## src/rtl/sync_fifo_param.sv

```systemverilog
// sync_fifo_param
//   Single-clock FIFO between a write-data producer and the memory-side
//   consumer. Depth is 2**ADDR_W. The read side is either registered
//   (FWFT=0, one cycle of read latency) or first-word-fall-through
//   (FWFT=1, the head word is shown combinationally).
//
// Ports
//   clk, rst            clock (rising edge), synchronous active-high reset
//   wr_en, wr_data      push request and data
//   rd_en               read request (standard) / pop acknowledge (FWFT)
//   rd_data, rd_valid   read data and its qualifier
//   ae_level, af_level  run-time almost-empty / almost-full thresholds
//   clr_err             clears the sticky overflow / underflow flags
//   count               words stored, 0..DEPTH
//   full, almost_full, half_full, almost_empty, empty   status flags
//   overflow, underflow sticky error flags
module sync_fifo_param #(
  parameter int DATA_W = 64,
  parameter int ADDR_W = 3,
  parameter int FWFT   = 0
) (
  input  logic              clk,
  input  logic              rst,
  input  logic              wr_en,
  input  logic [DATA_W-1:0] wr_data,
  input  logic              rd_en,
  output logic [DATA_W-1:0] rd_data,
  output logic              rd_valid,
  input  logic [ADDR_W:0]   ae_level,
  input  logic [ADDR_W:0]   af_level,
  input  logic              clr_err,
  output logic [ADDR_W:0]   count,
  output logic              full,
  output logic              almost_full,
  output logic              half_full,
  output logic              almost_empty,
  output logic              empty,
  output logic              overflow,
  output logic              underflow
);

  localparam int            DEPTH  = 2**ADDR_W;
  localparam logic [ADDR_W:0] DEPTH_C = (ADDR_W+1)'(DEPTH);
  localparam logic [ADDR_W:0] HALF_C  = (ADDR_W+1)'(DEPTH/2);

  logic [DATA_W-1:0] mem [DEPTH];

  logic [ADDR_W-1:0] wr_ptr_q, wr_ptr_d;
  logic [ADDR_W-1:0] rd_ptr_q, rd_ptr_d;
  logic [ADDR_W:0]   count_q,  count_d;
  logic              ovf_q, ovf_d;
  logic              unf_q, unf_d;
  logic              rd_acc, wr_acc;

  // Status flags come straight from the count register, so they trail an
  // accepted operation by one cycle.
  always_comb begin
    full         = (count_q == DEPTH_C);
    empty        = (count_q == '0);
    half_full    = (count_q >= HALF_C);
    almost_full  = (count_q >= af_level);
    almost_empty = (count_q <= ae_level);
  end

  // A write into a full FIFO still goes in when a read frees the slot in
  // the same edge; the read always needs a stored word.
  assign rd_acc = rd_en & ~empty;
  assign wr_acc = wr_en & (~full | rd_en);

  always_comb begin
    wr_ptr_d = wr_ptr_q;
    rd_ptr_d = rd_ptr_q;
    count_d  = count_q;
    if (wr_acc) wr_ptr_d = wr_ptr_q + ADDR_W'(1);
    if (rd_acc) rd_ptr_d = rd_ptr_q + ADDR_W'(1);
    case ({wr_acc, rd_acc})
      2'b10:   count_d = count_q + (ADDR_W+1)'(1);
      2'b01:   count_d = count_q - (ADDR_W+1)'(1);
      default: count_d = count_q;
    endcase
    // Setting beats clearing when both happen together.
    ovf_d = (wr_en & full & ~rd_en) | (ovf_q & ~clr_err);
    unf_d = (rd_en & empty)         | (unf_q & ~clr_err);
  end

  always_ff @(posedge clk) begin
    if (rst) begin
      wr_ptr_q <= '0;
      rd_ptr_q <= '0;
      count_q  <= '0;
      ovf_q    <= 1'b0;
      unf_q    <= 1'b0;
    end else begin
      wr_ptr_q <= wr_ptr_d;
      rd_ptr_q <= rd_ptr_d;
      count_q  <= count_d;
      ovf_q    <= ovf_d;
      unf_q    <= unf_d;
    end
  end

  // Storage is not reset; a write coinciding with reset is dropped.
  always_ff @(posedge clk) begin
    if (wr_acc && !rst) mem[wr_ptr_q] <= wr_data;
  end

  generate
    if (FWFT == 0) begin : g_std
      logic [DATA_W-1:0] rd_data_q;
      logic              rd_valid_q;
      // On write-while-full wr_ptr == rd_ptr; the read here sees the old
      // word because the memory update is non-blocking.
      always_ff @(posedge clk) begin
        if (rst) begin
          rd_data_q  <= '0;
          rd_valid_q <= 1'b0;
        end else begin
          if (rd_acc) rd_data_q <= mem[rd_ptr_q];
          rd_valid_q <= rd_acc;
        end
      end
      assign rd_data  = rd_data_q;
      assign rd_valid = rd_valid_q;
    end else begin : g_fwft
      assign rd_valid = ~empty;
      assign rd_data  = empty ? '0 : mem[rd_ptr_q];
    end
  endgenerate

  assign count     = count_q;
  assign overflow  = ovf_q;
  assign underflow = unf_q;

endmodule

```

## config.mk

```make
export PLATFORM = sky130hd
export DESIGN_NAME = sync_fifo_param
export DESIGN_NICKNAME = d
export VERILOG_FILES = /design/src/rtl/sync_fifo_param.sv
export SDC_FILE = /design/constraint.sdc
export NUM_CORES = 1
export LEC_CHECK = 0
export CAP_MARGIN = 40
export CORE_MARGIN = 2
export CORE_UTILIZATION = 53
export CTS_CLUSTER_SIZE = 40
export DETAILED_ROUTE_END_ITERATION = 10
export GPL_ROUTABILITY_DRIVEN = 0
export PLACE_DENSITY = 0.76
export SLEW_MARGIN = 20
export SYNTH_ARGS = -nofsm -noshare
export SYNTH_HDL_FRONTEND = slang
export SYNTH_SLANG_ARGS = --single-unit
```

## constraint.sdc

```tcl
create_clock -name clk -period 9.3 [get_ports clk]
set_input_delay 1.86 -clock clk [delete_from_list [all_inputs] [get_ports clk]]
set_output_delay 1.86 -clock clk [all_outputs]
set_load 0.02 [all_outputs]
```

==> flow_summary_export.csv <==
group,metric,value,unit
outcome,outcome,"finished, final reports clean",
critical_path,crit_path_max_fanout,2,
logic_synthesis,synth_flop_cell,"edfxtp_1",
clocking,insertion_delay,0.60,ns
sta,drv_slew,0,
sta,tightest_slew,0.786,ns
job,maxCapViolCount,0,
floorplan,core-area,40700,µm²
sta,finalSetupTns,0,ns
power_and_ir_drop,p_int,0.00514,W
floorplan,fp.dieW,207,µm
logic_synthesis,syn-instance-count,1061,
critical_path,cp_slowest_cell,"clkdlybuf4s50_1",
sta,setup_viol,0,
sta,finalCritPeriodShare,61.8,%
global_route,grt_util_met2,35.3,%
critical_path,reg2regPathDepth,5,
worst_hold_path,hold_depth,2,
logic_synthesis,yosys-top-cells-area,"edfxtp_1 70%, mux4_2 13%, dfxtp_1 7.1%",
clocking,postCtsSetupRepairBufs,0,
floorplan,die_h,207,µm
worst_hold_path,min_to,"rd_data[4]",
routing,drtAntennaViolNets,0,
logic_synthesis,ys_seq_area_share,77.5,%
critical_path,required,7.44,ns
logic_synthesis,yosysWarnings,0,
final_layout,layout-drive-gt1-share,22.2,%
global_route,first_global_vias,11266,
critical_path,r2r_slack,6.27,ns
sta,finClkSkew,0.0170,ns
floorplan,io_pins,153,
critical_path,regToRegStartpoint,"count[3]",
logic_synthesis,syn_area,21800,µm²
worst_hold_path,min_path_type,"flip-flop to flip-flop",
critical_path,cpPeakStageDelay,0.63,ns
power_and_ir_drop,p_switching,0.00183,W
sta,final_hold_viol_count,0,
power_and_ir_drop,peakVddDrop,0.000167,V
critical_path,cp-start-kind,"input port",
clocking,clkTransAtPathRegs,0.06,ns
clocking,cts_hold_buf,0,
clocking,cts_root_buffer,"clkbuf_16",
logic_synthesis,yosys-top-cells-count,"512 x edfxtp_1, 128 x mux4_2, 83 x nor2_1, 77 x dfxtp_1, 64 x o22ai_1",
global_route,grt_pass1_wl,67600,µm
global_route,grt_max_degree,52,
power_and_ir_drop,pwr_density_cell,267,nW/µm²
logic_synthesis,synth_area_per_cell,20.6,µm²
power_and_ir_drop,clockPowerShare,33.6,%
power_and_ir_drop,leakagePower,8.30,nW
logic_synthesis,async_reset_ff_share,0,%
routing,vias,10804,
logic_synthesis,ys_seq_elements,589,
routing,drt_pre_antenna_iters,7,
clocking,cts_buffer_depth,3,
clocking,cts.sinks,589,
placement,io_buffers,152,
final_layout,diodes,0,
power_and_ir_drop,comb_power_share,20.5,%
clocking,cts_tree,"built",
routing,vias_per_cell,5.95,
global_route,use_met1,29.8,%
sta,min_period,5.75,ns
critical_path,path_cells,"clkdlybuf4s50_1 -> inv_1 -> ha_1 -> nor2b_1 -> o21a_1 -> o21a_1 -> o21ai_0 -> clkdlybuf4s50_1",
floorplan,std_cell_rows,74,
global_route,grt-ovfl-total,0,
final_layout,syn2layout_area_growth,19.3,%
global_route,top_usage_layer,"met2",
sta,rsz0062_at_grt,"no",
critical_path,cp.arrival,3.89,ns
critical_path,endpoint_kind,"output pin",
critical_path,crit_type,"input port to output pin",
clocking,cts_buffers,56,
clocking,htree_num_levels,2,
global_route,antenna_found_initial,2,
floorplan,floorplan.initialDensity,53.6,%
critical_path,r2r_end,"mem[6][27]",
logic_synthesis,synth_top_area_share,70.4,%
logic_synthesis,synthesis.nets,1152,
worst_hold_path,min_from,"rd_data[4]",
sta,relSlewSlack,47.3,%
global_route,grt_use_met3,4.46,%
routing,drc,0,
routing,drtIter0Drc,862,
logic_synthesis,synth_area_leader_cell,"edfxtp_1",
sta,max_freq,0.174,GHz
logic_synthesis,yosysUniqueCellTypes,40,
routing,wl_per_cell,24.6,µm
power_and_ir_drop,p_seq_share,45.8,%
logic_synthesis,synth-edff-count,512,
routing,drt-total-wl,44700,µm
logic_synthesis,synth.most_common_cell,"edfxtp_1",
global_route,grtUsageTotal,21.5,%
floorplan,dieArea,42800,µm²
clocking,ctsResizeCount,0,
power_and_ir_drop,p_sw_share,26.2,%
sta,hold_slack,0.491,ns
final_layout,nets,1329,
placement,dp.final_hpwl,24100,µm
==> worst max-delay path: cells and delay by family <==
kind | cells | cell delay [ns]
AO/OA/AOI/OAI | 3 | 0.46
adder cells (fa/ha/maj) | 1 | 0.29
AND/OR/NAND/NOR | 1 | 0.13
buffers and inverters | 3 | 1.14
==> worst max path at each step <==
stage	start	endpoint	cells after the start
6_report	ae_level[1]	almost_empty	8
5_1_grt	ae_level[1]	almost_empty	8
4_1_cts	ae_level[1]	almost_empty	8
3_5_place_dp	ae_level[1]	almost_empty	8
3_3_place_gp	ae_level[1]	almost_empty	8
2_1_floorplan	rst	mem[4][0]	3
==> layout make-up <==
| type | count | area, µm² |
|---|---|---|
| multi-input cells | 402 | 4630 |
| clock inverters | 24 | 284 |
| fillers | 2756 | 14700 |
| repair buffers | 179 | 1860 |
| clock buffers | 81 | 1660 |
| flip-flops and latches | 589 | 16900 |
| well taps | 532 | 666 |
| inverters | 10 | 37.5 |
==> routing by layer <==
metal / up-vias / routed length, µm
li1: 4701 / -
met1: 5706 / 18400
met2: 325 / 22300
met3: 68 / 3020
met4: 4 / 893
met5: - / 27
==> power by group through the flow <==
stage / Combinational, W / Sequential (W) / Clock (W)
6_report: 0.00143 / 0.00319 / 0.00234
5_1_grt: 0.00155 / 0.00321 / 0.00249
4_1_cts: 0.00145 / 0.00320 / 0.00239
3_5_place_dp: 0.00144 / 0.00325 / 0
3_3_place_gp: 0.00137 / 0.00326 / 0
2_1_floorplan: 0.000766 / 0.00336 / 0
==> logic make-up (layout without fill, tap and decap cells) <==
group	Yosys count	in the layout	synth area share [%]
simple gates	170	170	4.10
xor+xnor	6	6	0.241
buf+inv	70	294	1.64
flops	589	589	77.5
fa+ha+maj	14	14	0.837
compound gates	82	82	2.42
mux	130	130	13.3
==> sequential cells by signal (all words and copies together) (netlist names) <==
| register | count |
|---|---|
| wr_ptr_q | 3 |
| count | 4 |
| underflow | 1 |
| mem | 512 |
| rd_ptr_q | 3 |
| rd_valid | 1 |
| overflow | 1 |
| rd_data | 64 |
==> through the flow <==
step                      setup WS, ns  area [µm²]  total power [W]  instances  utilization (%)
after floorplan                  0.302       21800          0.00413       1061                -
after CTS                         3.55       26100          0.00703       1817             64.0
final                             3.55       26100          0.00697       1817             64.0
after global routing              3.49       26100          0.00725       1817             64.0
after detailed placement          3.58       24100          0.00469       1712             59.2
after global placement            3.58       23900          0.00463       1705             58.7
==> cell usage in the layout, fill, tap and decap left out, types with 3 or more instances in the layout <==
| cell | n |
|---|---|
| edfxtp_1 | 512 |
| clkdlybuf4s50_1 | 151 |
| mux4_2 | 128 |
| nor2_1 | 80 |
| dfxtp_1 | 75 |
| o22ai_1 | 64 |
| clkbuf_16 | 57 |
| nor3_1 | 41 |
| nor3_2 | 26 |
| buf_4 | 21 |
| clkbuf_8 | 14 |
| ha_1 | 13 |
| inv_1 | 10 |
| clkbuf_1 | 10 |
| clkinv_2 | 8 |
| a21oi_1 | 7 |
| buf_16 | 7 |
| bufinv_16 | 6 |
| xor2_1 | 5 |
| nor2b_1 | 4 |
| clkinv_1 | 4 |
| nor2_4 | 3 |
| nand2_1 | 3 |
| a21o_1 | 3 |
| clkinvlp_4 | 3 |
No activity file was read; power rests on OpenSTA's default activity.
==> RTL change, RTL diff (same flow settings) <==
Set the parameter `DATA_W` to 72 (it was 64).
--- a/src/rtl/sync_fifo_param.sv
+++ b/src/rtl/sync_fifo_param.sv
@@ -16,5 +16,5 @@
 //   overflow, underflow sticky error flags
 module sync_fifo_param #(
-  parameter int DATA_W = 64,
+  parameter int DATA_W = 72,
   parameter int ADDR_W = 3,
   parameter int FWFT   = 0
Ports: changed (resized rd_data and wr_data); port bits go from 153 to 169. No check against the original RTL was run, so the function may have changed too.
==> RTL change against the original RTL <==
Total power grew 12%. Design area up 12%. Combinational power is 10% higher. Synthesized cell count is 11% higher. Worst setup slack improved by 0.012 ns. Clock skew increased by 0.0095 ns. First-iteration DRC count grew 6.4%. Largest power group unchanged. Wire length increased by 13%. Register-to-register slack hardly changed. Area after synthesis up 12%. Sequential cell count grew 72.
==> RTL change: results (changes against the original RTL) <==
outcome: "completed"
drtPass1Iterations: 5  # -2
use_met1_pct: 29.77  # about the same
yosysUniqueCellTypes: 41  # +2.5%
synth_area_leaders: "edfxtp_1 (71%), mux4_2 (13%), dfxtp_1 (7.0%)"
met2_usage_pct: 35.61  # +0.36 points
syn_nets: 1280  # +11%
drt_iter0_drc: 917  # +6.4%
layout.nets: 1481  # +11%
port_buffers: 168  # +11%
synth_edf_count: 576  # +13%
seq_area_frac_synth_pct: 77.61  # +0.14 points
worstPathArrival_ns: 3.88  # about the same
grt_usage_pct: 21.50  # +0.040 points
met3_usage_pct: 4.366  # -0.092 points
htreeDepth: 3  # +1
drive_above_1_share_pct: 21.59  # -0.59 points
grt_max_degree: 55  # +5.8%
cts_buffers: 66  # +18%
grt_pass1_wl_um: 75640  # +12%
netlist_top_cells_count: "edfxtp_1 (576), mux4_2 (144), nor2_1 (91)"
leakagePower_uw: 0.009232  # +11%
skew_ns: 0.02655  # +0.009542 ns
antenna_found_initial: 7  # +5
worstMarginPinSlew_ns: 0.8415  # +0.05518 ns
-- RTL change: changes by cell type in the layout (fill, tap and decap cells not counted), sizes merged, moves of 16 or more --
cell / delta
edfxtp: +64
clkdlybuf4s50: +16
clkbuf: +18
mux4: +16
-- RTL change: worst paths after layout --
path,slack [ns],end
hold reg to reg,0.49,rd_data[34]
hold / removal,0.49,rd_data[34]
setup / recovery,3.56,almost_empty
setup reg to reg,6.28,count[3]
-- RTL change: cell type report --
class / count / share of cell area, %
Multi-Input combinational cell: 442 / 17.52
Timing Repair Buffer: 201 / 6.917
Clock inverter: 24 / 0.9076
Inverter: 10 / 0.1290
Antenna cell: 3 / 0.02581
Clock buffer: 98 / 6.582
Tap cell: 600 / 2.581
Sequential cell: 661 / 65.34
-- RTL change: per-stage QoR --
step | cell area [um^2] | power [uW] | setup slack (ns) | hold slack (ns) | cells
6_report | 29090 | 7803 | 3.562 | 0.4900 | 2039
2_1_floorplan | 24490 | 4634 | 1.382 | 0.5545 | 1181
3_5_place_dp | 26800 | 5211 | 3.561 | 0.4781 | 1909
3_3_place_gp | 26770 | 5173 | 3.558 | 0.4766 | 1908
4_1_cts | 28980 | 7855 | 3.558 | 0.4919 | 2031
5_1_grt | 29080 | 8107 | 3.463 | 0.5127 | 2037
-- RTL change: critical path, delay by kind of cell --
kind | cells | cell delay [ns]
buffers and inverters | 3 | 1.12
adders and majority gates | 1 | 0.29
and+or+nand+nor | 1 | 0.13
AOI/OAI and AO/OA | 3 | 0.48
-- RTL change: kinds of logic (layout without fill, tap and decap cells) --
kind of cell	count (synthesis)	after routing	synth area share [%]
compound gates	90	90	2.361
flops	661	661	77.61
mux	146	146	13.33
simple gates	186	186	3.880
other cells	0	3	0
xor+xnor	6	6	0.2147
buf+inv	78	333	1.856
fa+ha+maj	14	14	0.7463
-- RTL change: report_power, final --
group | internal [uW] | switching, uW
clock network | 1550 | 1100
logic | 741 | 836
registers | 3430 | 144
total | 5720 | 2080
-- RTL change: layer usage --
layer | vias to the layer above | wire (um)
met5 | - | 62
met4 | 10 | 795
met3 | 74 | 3278
met2 | 345 | 25130
met1 | 6410 | 21300
li1 | 5257 | -
